File: config.mk
export PLATFORM = sky130hd
export DESIGN_NAME = light_seq_monitor
export DESIGN_NICKNAME = d
export VERILOG_FILES = /design/src/rtl/light_seq_monitor.sv
export SDC_FILE = /design/constraint.sdc
export NUM_CORES = 1
export LEC_CHECK = 0
export CAP_MARGIN = 20
export CORE_UTILIZATION = 53
export DETAILED_ROUTE_END_ITERATION = 8
export PLACE_DENSITY = 0.86
export SYNTH_ARGS = -nofsm -noshare
export SYNTH_HDL_FRONTEND = slang
export SYNTH_SLANG_ARGS = --single-unit
File: constraint.sdc
create_clock -name clk -period 2.75 [get_ports clk]
set_input_delay 0.275 -clock clk [delete_from_list [all_inputs] [get_ports clk]]
set_output_delay 0.275 -clock clk [all_outputs]
set_load 0.05 [all_outputs]
File: src/rtl/light_seq_monitor.sv
// light_seq_monitor
//   Watches the six lamp drives of the traffic-light controller, rebuilds the
//   current phase from them through a stability filter, measures each phase's
//   length in 1 s ticks and raises sticky flags for illegal lamp codes,
//   simultaneous greens and out-of-sequence phase transitions.
//
// Ports
//   clk, rst         system clock, synchronous active-high reset
//   tick             one-cycle 1 s pulse
//   R1 Y1 G1 R2 Y2 G2 lamp drives (clk domain)
//   clr_err          clears the sticky error flags (a same-cycle set wins)
//   phase            accepted phase code
//   dur_out          tick count of the last completed phase (saturating)
//   dur_phase        phase code dur_out belongs to
//   dur_valid        one-cycle pulse when dur_out/dur_phase update
//   err_illegal      sticky: illegal lamp code accepted
//   err_conflict     sticky: G1 and G2 both lit
//   err_order        sticky: accepted transition breaks the sequence

module light_seq_monitor #(
  parameter int unsigned CNT_WIDTH  = 11,
  parameter int unsigned STABLE_CYC = 4
) (
  input  logic                 clk,
  input  logic                 rst,
  input  logic                 tick,
  input  logic                 R1,
  input  logic                 Y1,
  input  logic                 G1,
  input  logic                 R2,
  input  logic                 Y2,
  input  logic                 G2,
  input  logic                 clr_err,
  output logic [2:0]           phase,
  output logic [CNT_WIDTH-1:0] dur_out,
  output logic [2:0]           dur_phase,
  output logic                 dur_valid,
  output logic                 err_illegal,
  output logic                 err_conflict,
  output logic                 err_order
);

  typedef enum logic [2:0] {
    PhNight   = 3'd0,
    PhG1      = 3'd1,
    PhG1to2   = 3'd2,
    PhG2      = 3'd3,
    PhG2to1   = 3'd4,
    PhUnknown = 3'd6,
    PhIllegal = 3'd7
  } phase_e;

  localparam int unsigned StabW = (STABLE_CYC < 1) ? 1 : $clog2(STABLE_CYC + 1);
  localparam logic [StabW-1:0]     StabMax = StabW'(STABLE_CYC);
  localparam logic [CNT_WIDTH-1:0] CntMax  = '1;

  logic [5:0]           samp;   // {R1,Y1,G1,R2,Y2,G2}
  phase_e               dec;
  phase_e               cand;
  phase_e               cand_d;
  phase_e               phase_q;
  logic [StabW-1:0]     stab;
  logic [StabW-1:0]     stab_d;
  logic [CNT_WIDTH-1:0] cnt;
  logic                 accept;
  logic                 legal;
  logic                 conflict;

  always_comb begin
    case (samp)
      6'b010010: dec = PhNight;
      6'b001100: dec = PhG1;
      6'b010100: dec = PhG1to2;
      6'b100001: dec = PhG2;
      6'b100010: dec = PhG2to1;
      default:   dec = PhIllegal;
    endcase
  end

  // Run-length filter; the stability count saturates so a code that stays put
  // is evaluated for acceptance every cycle. Acceptance looks at the next-state
  // count so the phase updates on the same edge the count reaches STABLE_CYC.
  always_comb begin
    cand_d = cand;
    stab_d = stab;
    if (dec != cand) begin
      cand_d = dec;
      stab_d = StabW'(1);
    end else if (stab != StabMax) begin
      stab_d = stab + 1'b1;
    end
  end

  assign accept = (stab_d == StabMax) && (cand_d != phase_q);

  // NIGHT is reachable from anywhere; after reset (UNKNOWN) anything goes.
  always_comb begin
    legal = 1'b0;
    if ((phase_q == PhUnknown) || (cand_d == PhNight)) begin
      legal = 1'b1;
    end else begin
      case (phase_q)
        PhNight: legal = (cand_d == PhG1);
        PhG1:    legal = (cand_d == PhG1to2);
        PhG1to2: legal = (cand_d == PhG2);
        PhG2:    legal = (cand_d == PhG2to1);
        PhG2to1: legal = (cand_d == PhG1);
        default: legal = 1'b0;
      endcase
    end
  end

  // Safety condition, deliberately taken straight from samp without filtering.
  assign conflict = samp[3] & samp[0];

  always_ff @(posedge clk) begin
    if (rst) begin
      samp         <= 6'b000000;
      cand         <= PhIllegal;
      stab         <= '0;
      phase_q      <= PhUnknown;
      cnt          <= '0;
      dur_out      <= '0;
      dur_phase    <= PhUnknown;
      dur_valid    <= 1'b0;
      err_illegal  <= 1'b0;
      err_conflict <= 1'b0;
      err_order    <= 1'b0;
    end else begin
      samp         <= {R1, Y1, G1, R2, Y2, G2};
      cand         <= cand_d;
      stab         <= stab_d;
      dur_valid    <= 1'b0;
      err_conflict <= conflict | (err_conflict & ~clr_err);
      err_illegal  <= (accept && (cand_d == PhIllegal)) | (err_illegal & ~clr_err);
      err_order    <= (accept && !legal) | (err_order & ~clr_err);
      if (accept) begin
        phase_q <= cand_d;
        cnt     <= '0;  // a tick landing here is dropped
        // Time spent in UNKNOWN is partial, so it is not reported.
        if (phase_q != PhUnknown) begin
          dur_valid <= 1'b1;
          dur_out   <= cnt;
          dur_phase <= phase_q;
        end
      end else if (tick && (cnt != CntMax)) begin
        cnt <= cnt + 1'b1;
      end
    end
  end

  assign phase = phase_q;

endmodule

==> results.tsv, run 1 <==
metric	value	unit
multi_input_area	1110	um2
n_antenna_cell	0	
clkTransAtPathRegs	80	ps
root_buffer	clkbuf_8	
drt-pass1-iter-count	4	
fin_crit_sh	93.3	%
overflow	0	
skew	7.49	ps
max_freq	390	MHz
crit_start	samp[3]	
maxCapViolCount	0	
coreArea	3720	um2
die_h	64.9	um
die_w	64.9	um
tightestPinTransition	512	ps
cts_tree	done	
hold_viol	0	
final_nets	271	
synth_warnings	0	
min-delay-start	dur_out[2]	
numCtsBuffers	5	
dp_hpwl	3140	um
htreeDepth	2	
clk_latency	300	ps
wl_per_cell	14.8	um
min_period	2570	ps
relSlewSlack	65.7	%
ys_seq_area_share	42.0	%
rsz0062_at_grt	false	
drive_gt1_share	10.4	%
grt_pass1_wl	7450	um
status	finished, final reports clean	
placed_area	2430	um2
setup_ws	185	ps
worstPathRequired	2940	ps
rr_worst_depth	7	
grt_max_degree	19	
synth-main-ff-cell	dfxtp_1	
wl	4550	um
fin_tns_setup	0	ps
track_usage	23.0	%
hold_path_class	register to register	
worstHoldPathCells	2	
crit_type	register to register	
r2r_end	phase[1]	
grt_pass1_vias	1623	
synthesis.area	2100	um2
drcViolationCount	0	
detail-route-antenna-nets	0	
syn2layout_area_growth	22.1	%
irDropWorstVdd	0.000384	V
crit_path_max_fanout	9	
antenna_found_initial	0	
fp-row-count	22	
postSynthCellCount	226	
die_area	4210	um2
avgSynthCellArea	9.28	um2
initial_utilization	56.4	%
powerDensity	532	nW/um2
reg2reg_slack	180	ps
numPortBuffers	30	
synth_edf_count	0	
route.vias.total	1725	
setup_viol	0	
io-pin-count	31	
finalWeightedCongestion	0.872	
nFillCells	283	
cts_buffer_depth	2	
pre_cts_ws	5.49	ps
hold_end	dur_out[2]	
synth_nets	239	
synth.distinct_cells	55	
register_area	881	um2
cp-start-kind	register	
r2r-start	samp[3]	
end_kind	register	
drtIter0Drc	129	
hold_buffers	0	
ys_ff_latch	44	
p_leak	0.000919	uW
vias_per_cell	5.62	
ys_async_sr_fraction	0	%
slew_viol_final	0	
critPathArrivalTime	2750	ps
cts_sinks	44	
stdcell_area	2560	um2
[layout make-up]
type,count,share of cell area [%]
Clock buffer,6,2.83
Clock inverter,2,1.37
Inverter,12,1.76
Multi-Input combinational cell,158,43.4
Sequential cell,44,34.4
Tap cell,48,2.35
Timing Repair Buffer,37,13.9
[layer usage]
| layer | track usage [%] | wire, um |
|---|---|---|
| met5 | 0 | 0 |
| met4 | 7.50 | 71 |
| met3 | 5.46 | 198 |
| met2 | 36.3 | 2140 |
| met1 | 30.7 | 2130 |
[cell usage after synthesis (4+ instances only)]
cell      instances  area, um2
nor2_1           17       63.8
mux2i_1          11        110
buf_2             7       35.0
nand3_1           5       25.0
nor2b_1           8       50.1
dfxtp_1          44        881
nand4_1           6       37.5
inv_1            11       41.3
a21oi_1           5       25.0
xor2_1            9       78.8
clkbuf_1          4       15.0
nand2_1          35        131
[placed cells by master, fill, tap and decap left out, types with 5 or more instances in the layout]
cell type	n
dfxtp_1	44
nand3_1	5
clkbuf_8	5
nor2b_1	8
clkdlybuf4s50_1	30
xor2_1	9
a21oi_1	5
mux2i_1	11
nand2_1	35
buf_4	6
nand4_1	6
nor2_1	17
inv_1	11
[registers in the layout, summed over array words and instances, names as in the netlist, 3 cells and up]
signal	flops
dur_out	11
stab	3
phase	3
cand	3
samp	6
cnt	11
dur_phase	3
[through the flow]
stage / hold WS, ps / utilization (%) / power (uW) / instances
finish: 457 / 68.9 / 1360 / 307
global route: 483 / 68.9 / 1420 / 307
CTS: 464 / 68.2 / 1360 / 304
detailed placement: 452 / 65.3 / 889 / 296
global placement: 444 / 65.3 / 884 / 296
floorplan: 395 / - / 833 / 226
[critical path, stage by stage (launching register included)]
cell	delay, ps
dfxtp_1	520
nor3b_1	370
a22oi_4	130
xnor2_1	260
o2111ai_2	190
buf_4	200
or4_1	540
o22a_1	250
[timing repair]
item,CTS,global route
resized for setup,0,0
pin swaps,1,1
cloned,0,0
setup endpoints to repair,2,4
setup buffers,0,2
[report_power, final]
part,internal [uW],total (uW),switching [uW]
sequential,657,685,27.2
clock,270,481,212
combinational,80.6,197,116
[cell families (layout without fill, tap and decap cells)]
kind of cell	Yosys count	after routing	share of synthesized area (%)
xor+xnor	13	13	5.79
simple gates	95	95	24.8
fa+ha+maj	3	3	1.79
flops	44	44	42.0
buf+inv	24	57	5.07
compound gates	35	35	14.7
mux	12	12	5.79
[worst max-delay path by stage]
stage                            end  slack (ps)  cells past startpoint
after floorplan             phase[1]         540                      8
after CTS                 dur_out[8]          10                      6
final                       phase[1]         180                      7
after detailed placement  dur_out[8]           5                      6
after global placement    dur_out[4]          70                      6
after global routing        phase[1]          30                      7
Power figures use the tool's default switching activity.
==> inputs of run 2 (changes only) <==
--- a/config.mk
+++ b/config.mk
@@ -7,6 +7,7 @@
 export LEC_CHECK = 0
 export CAP_MARGIN = 20
 export CORE_UTILIZATION = 53
+export CTS_BUF_LIST = sky130_fd_sc_hd__clkbuf_16
 export DETAILED_ROUTE_END_ITERATION = 8
 export PLACE_DENSITY = 0.86
 export SYNTH_ARGS = -nofsm -noshare
==> results.tsv, run 2 (same netlist as run 1, synthesis figures left out) <==
metric	value	unit	change
crit_path_max_fanout	9		unchanged
n_antenna_cell	0		unchanged
max_freq	385	MHz	-1.1%
cts_tree	done		
initial_utilization	56.4	%	unchanged
rr_worst_depth	7		unchanged
crit_type	register to register		
htreeDepth	2		unchanged
drtIter0Drc	108		-16%
grt_pass1_vias	1670		+2.9%
clkPwrFrac	42.6	%	+7.3 points
numCtsBuffers	5		unchanged
fin_tns_setup	0	ps	unchanged
powerDensity	591	nW/um2	+11%
r2r_end	phase[1]		
drt-pass1-iter-count	4		unchanged
min-delay-start	dur_out[2]		
fin_crit_sh	94.4	%	+1.1 points
grt_pass1_wl	8010	um	+7.6%
wl_per_cell	15.6	um	+5.1%
maxCapViolCount	0		unchanged
nFillCells	276		-2.5%
drive_gt1_share	10.5	%	+0.040 points
biggestRegsByFlops	cnt (11), dur_out (11), samp (6)		
vias_per_cell	5.69		+1.3%
coreArea	3720	um2	unchanged
slew_viol_final	0		unchanged
relSlewSlack	65.8	%	about the same
finalWeightedCongestion	0.872		unchanged
final_cell_mix	44 x dfxtp_1, 35 x nand2_1, 30 x clkdlybuf4s50_1		
cp-start-kind	register		
status	finished, final reports clean		
end_kind	register		
post-route-util	70.3	%	+1.4 points
worstHoldPathCells	2		unchanged
seqPwrFrac	44.5	%	-5.7 points
cts_buffer_depth	2		unchanged
min_period	2590	ps	+29.5 ps
placed_area	2430	um2	unchanged
route.vias.total	1742		+0.99%
p_leak	0.000943	uW	+2.6%
setup_viol	0		unchanged
grt_max_degree	19		unchanged
hold_buffers	0		unchanged
track_usage	25.0	%	+1.9 points
overflow	0		unchanged
die_w	64.9	um	unchanged
tightestPinTransition	512	ps	-0.0426 ps
rsz0062_at_grt	false		
hold_path_class	register to register		
irDropWorstVdd	0.000427	V	+11%
internal_power	1160	uW	+15%
root_buffer	clkbuf_16		
antenna_found_initial	0		unchanged
p_sw	381	uW	+7.3%
critPathArrivalTime	2770	ps	+20 ps
dp_hpwl	3140	um	unchanged
fp-row-count	22		unchanged
clk_latency	280	ps	-20 ps
cts_sinks	44		unchanged
drcViolationCount	0		unchanged
power.total	1540	uW	+13%
reg2reg_slack	160	ps	-30 ps
final_common_cell	dfxtp_1		
io-pin-count	31		unchanged
detail-route-antenna-nets	0		unchanged
clkTransAtPathRegs	60	ps	-20 ps
numPortBuffers	30		unchanged
syn2layout_area_growth	24.5	%	
final_nets	270		-0.37%
hold_end	dur_out[2]		
skew	7.07	ps	-0.418 ps
r2r-start	samp[2]		
pwr-share-comb	13.0	%	-1.4 points
hold-worst-slack	457	ps	-0.0910 ps
netSwitchingFraction	24.7	%	-1.4 points
stdcell_area	2610	um2	+2.0%
die_h	64.9	um	unchanged
hold_viol	0		unchanged
worstPathRequired	2920	ps	-20 ps
wl	4760	um	+4.8%
die_area	4210	um2	unchanged
==> run 2: cell types whose count changed in the layout (fill, tap and decap cells not counted) <==
cell	delta
buf_6	-1
clkbuf_1	-1
clkbuf_16	+5
clkbuf_8	-5
inv_1	+1
nor4bb_1	-1
nor4bb_2	+1
==> run 2: area by class of cell <==
class	instances	area [um2]	share of cell area (%)
multi-input cells	158	1120	42.7
flip-flops and latches	44	881	33.7
repair buffers	36	345	13.2
clock buffers	5	125	4.79
well taps	48	60.1	2.30
inverters	12	45.0	1.72
clock inverters	3	38.8	1.49
==> run 2: power groups by stage <==
stage	registers, uW	logic (uW)	clock network [uW]
2_1_floorplan	705	128	0
3_3_place_gp	697	187	0
3_5_place_dp	698	191	0
4_1_cts	685	198	660
5_1_grt	690	214	699
6_report	686	200	657
==> run 2: worst max path at each step <==
| stage | slack [ps] | startpoint | end |
|---|---|---|---|
| floorplan | 540 | samp[2] | phase[1] |
| global placement | 70 | samp[4] | dur_out[4] |
| detailed placement | 5 | samp[3] | dur_out[8] |
| CTS | 110 | samp[2] | phase[1] |
| global route | 30 | samp[2] | phase[1] |
| finish | 160 | samp[2] | phase[1] |
==> run 2: through the flow <==
| step | instances | setup WS, ps |
|---|---|---|
| finish | 306 | 155 |
| global route | 306 | 25.9 |
| detailed placement | 296 | 5.49 |
| floorplan | 226 | 538 |
| global placement | 296 | 68.5 |
| CTS | 306 | 114 |
==> run 2: timing repair <==
action,CTS,global route
buffers inserted,2,0
resized for setup,0,1
setup endpoints to repair,16,6
pin swaps,1,0
==> run 2: layer usage <==
| metal | vias to the layer above | routed length (um) | global-route usage [%] |
|---|---|---|---|
| met5 | - | 0 | 0 |
| met4 | 0 | 77 | 10.0 |
| met3 | 9 | 237 | 5.63 |
| met2 | 62 | 2310 | 40.2 |
| met1 | 817 | 2140 | 32.1 |
| li1 | 854 | - | - |
==> run 2: critical path, stage by stage, from the launching register on <==
cell	delay [ps]
dfxtp_1	510
nor4bb_2	460
a31oi_1	180
nor3_2	180
o2111ai_2	160
buf_4	200
or4_1	540
o22a_1	260
